$ cat src/rtl/pipelined_addsub.sv
// rtl/pipelined_addsub.sv - pipelined segmented ripple-carry add/subtract unit
//
// Purpose:
//   Adds or subtracts two WIDTH-bit operands through STAGES pipeline segments.
//   Each segment is a SEG-bit chain of full-adder cells. The carry between
//   segments is registered. Upper operand segments ride along in skew
//   registers. Finished lower result segments ride along in deskew registers,
//   so every segment of a result leaves on the same cycle.
//
//   Latency is STAGES register ranks. Throughput is one operation per
//   non-hold cycle.
//
// Parameters:
//   WIDTH   operand/result width (>= 2)
//   STAGES  segment count and pipeline depth (>= 1); WIDTH % STAGES == 0
//
// Ports:
//   clk        system clock, rising edge
//   rst        synchronous active-high reset; clears every pipeline register
//   valid_in   operands and mode are to be processed this cycle
//   a_in       operand A
//   b_in       operand B
//   c_in       carry-in (add) / borrow-in (subtract)
//   sub_in     0 = add, 1 = subtract
//   hold_in    freezes every register while high
//   sum        result
//   carry      raw carry out of the MSB (0 = borrow in subtract mode)
//   overflow   two's-complement signed overflow
//   valid_out  sum/carry/overflow carry a new result this cycle

module pipelined_addsub #(
  parameter int WIDTH  = 8,
  parameter int STAGES = 2
) (
  input  logic             clk,
  input  logic             rst,
  input  logic             valid_in,
  input  logic [WIDTH-1:0] a_in,
  input  logic [WIDTH-1:0] b_in,
  input  logic             c_in,
  input  logic             sub_in,
  input  logic             hold_in,
  output logic [WIDTH-1:0] sum,
  output logic             carry,
  output logic             overflow,
  output logic             valid_out
);

  localparam int SEG  = WIDTH / STAGES;
  localparam int LAST = STAGES - 1;

  // One segment: a ripple chain of full-adder cells.
  // The result is {carry_out, sum[SEG-1:0]}.
  function automatic logic [SEG:0] seg_add(input logic [SEG-1:0] a,
                                           input logic [SEG-1:0] b,
                                           input logic           ci);
    logic [SEG-1:0] s;
    logic           c;
    c = ci;
    s = '0;
    for (int i = 0; i < SEG; i++) begin
      s[i] = a[i] ^ b[i] ^ c;
      c    = (a[i] & b[i]) | (c & (a[i] ^ b[i]));
    end
    return {c, s};
  endfunction

  // Inputs seen by stage k. Index 0 is fed from the ports. Index k > 0 is fed
  // from the rank register that sits in front of stage k.
  logic [WIDTH-1:0] stg_a [STAGES];
  logic [WIDTH-1:0] stg_b [STAGES];
  logic [WIDTH-1:0] stg_s [STAGES];  // partial sum: segments below k are final
  logic             stg_c [STAGES];
  logic             stg_v [STAGES];

  // Outputs of stage k: the partial sum with segment k filled in, and that
  // segment's carry out.
  logic [WIDTH-1:0] sum_d  [STAGES];
  logic             cout_d [STAGES];

  // Subtract is a + ~b + ~c_in. The borrow-in sense is inverted so that
  // c_in = 1 removes one more from the result.
  assign stg_a[0] = a_in;
  assign stg_b[0] = sub_in ? ~b_in : b_in;
  assign stg_c[0] = sub_in ? ~c_in : c_in;
  assign stg_s[0] = '0;
  assign stg_v[0] = valid_in;

  genvar k;
  generate
    for (k = 0; k < STAGES; k++) begin : g_stage
      logic [SEG:0]     seg_res;
      logic [WIDTH-1:0] part_sum;

      assign seg_res = seg_add(stg_a[k][k*SEG +: SEG],
                               stg_b[k][k*SEG +: SEG],
                               stg_c[k]);

      always_comb begin
        part_sum                = stg_s[k];
        part_sum[k*SEG +: SEG]  = seg_res[SEG-1:0];
      end

      assign sum_d[k]  = part_sum;
      assign cout_d[k] = seg_res[SEG];
    end

    // Rank registers between segments. Each rank carries the full operand
    // words; bits already consumed are never read again and are pruned by
    // synthesis. Data loads only behind a valid operation, so bubbles leave
    // the previous contents in place.
    for (k = 1; k < STAGES; k++) begin : g_rank
      logic [WIDTH-1:0] a_q;
      logic [WIDTH-1:0] b_q;
      logic [WIDTH-1:0] s_q;
      logic             c_q;
      logic             v_q;

      always_ff @(posedge clk) begin
        if (rst) begin
          a_q <= '0;
          b_q <= '0;
          s_q <= '0;
          c_q <= 1'b0;
          v_q <= 1'b0;
        end else if (!hold_in) begin
          v_q <= stg_v[k-1];
          if (stg_v[k-1]) begin
            a_q <= stg_a[k-1];
            b_q <= stg_b[k-1];
            s_q <= sum_d[k-1];
            c_q <= cout_d[k-1];
          end
        end
      end

      assign stg_a[k] = a_q;
      assign stg_b[k] = b_q;
      assign stg_s[k] = s_q;
      assign stg_c[k] = c_q;
      assign stg_v[k] = v_q;
    end
  endgenerate

  // Signed overflow is resolved in the last segment. The operand MSBs used
  // here are the skewed copies that travelled with the operation.
  logic overflow_d;
  assign overflow_d = (stg_a[LAST][WIDTH-1] == stg_b[LAST][WIDTH-1]) &&
                      (sum_d[LAST][WIDTH-1] != stg_a[LAST][WIDTH-1]);

  logic [WIDTH-1:0] sum_q;
  logic             carry_q;
  logic             overflow_q;
  logic             valid_q;

  always_ff @(posedge clk) begin
    if (rst) begin
      sum_q      <= '0;
      carry_q    <= 1'b0;
      overflow_q <= 1'b0;
      valid_q    <= 1'b0;
    end else if (!hold_in) begin
      valid_q <= stg_v[LAST];
      if (stg_v[LAST]) begin
        sum_q      <= sum_d[LAST];
        carry_q    <= cout_d[LAST];
        overflow_q <= overflow_d;
      end
    end
  end

  assign sum       = sum_q;
  assign carry     = carry_q;
  assign overflow  = overflow_q;
  assign valid_out = valid_q;

endmodule

$ cat config.mk
export PLATFORM = sky130hd
export DESIGN_NAME = pipelined_addsub
export DESIGN_NICKNAME = d
export VERILOG_FILES = /design/src/rtl/pipelined_addsub.sv
export SDC_FILE = /design/constraint.sdc
export NUM_CORES = 1
export LEC_CHECK = 0
export CAP_MARGIN = 20
export CORE_AREA = 4 4 51 63
export DETAILED_ROUTE_END_ITERATION = 8
export DIE_AREA = 0 0 55 67
export PLACE_DENSITY = 0.78
export SYNTH_ARGS = -nofsm -noshare
export SYNTH_HDL_FRONTEND = slang
export SYNTH_SLANG_ARGS = --single-unit
export TNS_END_PERCENT = 100
$ cat constraint.sdc
create_clock -name clk -period 3.55 [get_ports clk]
set_input_delay 0.8875 -clock clk [delete_from_list [all_inputs] [get_ports clk]]
set_output_delay 0.8875 -clock clk [all_outputs]
set_load 0.005 [all_outputs]
==> results.py <==
metrics = {
    "status": {
        "status": "complete, no violations",
    },
    "setup_path": {
        "crit_type": "input port to register",
        "worst_setup_path_start_kind": "input port",
        "crit_end": "g_rank[1].s_q[3]",
        "crit_required_ns": 3.72,
        "r2r_start": "g_rank[1].b_q[4]",
        "r2r_slack_ns": 0.99,
        "r2r_end": "overflow",
        "r2r_cells": 10,
        "cp.arrival_ns": 3.26,
        "critPathLaunch": "sub_in",
        "worstPathMaxFanout": 3,
        "crit_path_end_kind": "register",
    },
    "clock_tree": {
        "root_buffer": "clkbuf_4",
        "cts_resized": 0,
        "postCtsSetupBuffers": 0,
        "cts_max_path_buffers": 2,
        "h-tree-depth": 1,
        "clk_pin_slew_ns": 0.13,
        "cts.sinks": 25,
        "numCtsBuffers": 3,
        "cts_hold_buf": 0,
        "cts_tree": "built",
        "clk_latency_ns": 0.31,
    },
    "finish": {
        "final_layout_size_suffix_gt1_share_pct": 3.106,
        "layout.cells.non_filler": 195,
        "diodes": 0,
        "nNetsFinal": 193,
        "fin_util_pct": 57.61,
        "area_delta_synth_final_pct": 31.12,
    },
    "synth": {
        "ys_ff_latch": 25,
        "synth-edff-count": 0,
        "synth_flop_cell": "dfxtp_1",
        "synthTopCellsByCount": "nand2_1, dfxtp_1, a21oi_1, inv_1",
        "synth.cell_area_sq_um": 1166,
        "yosys_warnings": 0,
        "synth-seq-area-share_pct": 42.92,
        "synth_largest_area_cell": "dfxtp_1",
        "synthCells": 131,
        "syn_area_per_cell_sq_um": 8.902,
        "synth_top_area_share_pct": 42.92,
        "synth_area_leaders": "dfxtp_1, fa_1, nand2_1, a21oi_1, a211oi_1",
        "synth_most_common_cell": "nand2_1",
        "netlist-cell-type-count": 17,
        "synthArstFlopShare_pct": 0,
        "syn_nets": 162,
    },
    "timing": {
        "fin_crit_ns": 3.098,
        "rsz0062_at_grt": "false",
        "fin_hold_ws_ns": 0.4593,
        "setup_viol": 0,
        "tightest_slew_ns": 0.8523,
        "slew_viol_final": 0,
        "fin_crit_sh_pct": 87.27,
        "max-slew-margin-rel_pct": 43.00,
        "tns_ns": 0,
        "clock.fmax_ghz": 0.3228,
        "fin_skew_ns": 0.01038,
        "finalHoldViolCount": 0,
    },
    "floorplanning": {
        "die_h_um": 67,
        "die_area_sq_um": 3685,
        "die_x_um": 55,
        "rows": 21,
        "pin_count": 33,
        "core_area_sq_um": 2654,
        "start_util_pct": 43.94,
    },
    "global_route": {
        "grt_max_degree": 26,
        "grt_overflow": 0,
        "top_usage_layer": "met2",
        "antenna_found_initial": 0,
        "gr-usage-all-layers_pct": 14.23,
        "grt_pass1_vias": 935,
        "grtUsageMet1_pct": 14.97,
        "grt.met2_usage_pct": 25.15,
        "grt_use_met3_pct": 2.013,
        "grt_pass1_wl_um": 3753,
    },
    "drt": {
        "finalWirelength_um": 2148,
        "final_antenna_net_count": 0,
        "drc": 0,
        "dr.pass1.iters": 4,
        "via_count": 917,
        "wl_per_cell_um": 11.02,
        "vias_per_cell": 4.703,
        "drtIter0Drc": 9,
    },
    "power_and_ir_drop": {
        "power_density_nw_per_um2": 341.8,
        "leakage_nw": 0.5650,
        "p_total_mw": 0.5226,
        "vdd_drop_max_uv": 181.7,
    },
    "placed_design": {
        "dp.cells": 191,
        "hpwl_um": 1806,
        "gp_congestion": 0.7335,
        "io_buffers": 32,
    },
    "job": {
        "maxCapViolCount": 0,
    },
    "min_path": {
        "hp-class": "register to register",
    },
}
## registers in the layout (all words and copies together) (netlist names)
signal,cells
sum,8
g_rank.a_q,4
g_rank.b_q,4
g_rank.s_q,4
carry,1
g_rank.c_q,1
g_rank.v_q,1
overflow,1
valid_out,1
## worst min-delay path by stage
stage	start	to	slack, ns	cells after the start
6_report	valid_out	valid_out	0.46	2
5_1_grt	g_rank[1].s_q[1]	sum[1]	0.49	2
4_1_cts	valid_out	valid_out	0.47	2
3_5_place_dp	g_rank[1].s_q[0]	g_rank[1].s_q[0]	0.45	2
3_3_place_gp	overflow	overflow	0.44	2
2_1_floorplan	g_rank[1].s_q[0]	sum[0]	0.43	2
## power by group
part           switching [mW]  internal [mW]
Clock                  0.0779         0.0439
Combinational          0.0452         0.0539
Sequential            0.00765          0.294
Total                   0.131          0.392
## metrics by stage
step                      worst slack [ns]  area, sq um
after floorplan                     0.5944         1166
after global placement              0.2037         1503
after detailed placement           0.08978         1503
after CTS                           0.4298         1529
after global routing                0.3664         1529
final                               0.4519         1529
## cell usage in the layout, fill, tap and decap left out, drive strengths merged
master | synthesis | layout
a211oi | 9 | 9
a21oi | 16 | 16
and2b | 1 | 1
buf | 4 | 2
clkbuf | 4 | 4
clkdlybuf4s50 | 0 | 32
dfxtp | 25 | 25
fa | 8 | 8
ha | 1 | 1
inv | 11 | 11
nand2 | 29 | 29
nand2b | 2 | 2
nor2 | 9 | 9
nor2b | 1 | 1
or3 | 1 | 1
xnor2 | 4 | 4
xor2 | 6 | 6
## cell type report
class | instances | area [sq um]
tap | 34 | 42.54
sequential | 25 | 500.5
clock buffer | 4 | 26.28
multi-input combinational | 87 | 583.1
fill | 256 | 1125
timing repair buffer | 34 | 335.3
inverter | 11 | 41.29
## routing by layer
| metal | vias up | routed length (um) |
|---|---|---|
| met1 | 420 | 824 |
| met5 | - | 0 |
| met2 | 24 | 1163 |
| li1 | 471 | - |
| met3 | 2 | 119 |
| met4 | 0 | 41 |
## cell families after synthesis
family / share of synthesized area, %
flip-flops: 42.92
adder cells (fa/ha/maj): 14.81
AND/OR/NAND/NOR: 15.02
AO/OA/AOI/OAI: 12.66
XOR/XNOR: 7.510
buffers and inverters: 7.081
## critical path: stages
cell and delay [ns]:
clkdlybuf4s50_1 0.53, xor2_1 0.22, fa_1 0.20, inv_1 0.05
fa_1 0.39, fa_1 0.38, inv_1 0.07, fa_1 0.40
nand2_1 0.07, a21oi_1 0.05
(Power assumes the default switching activity.)
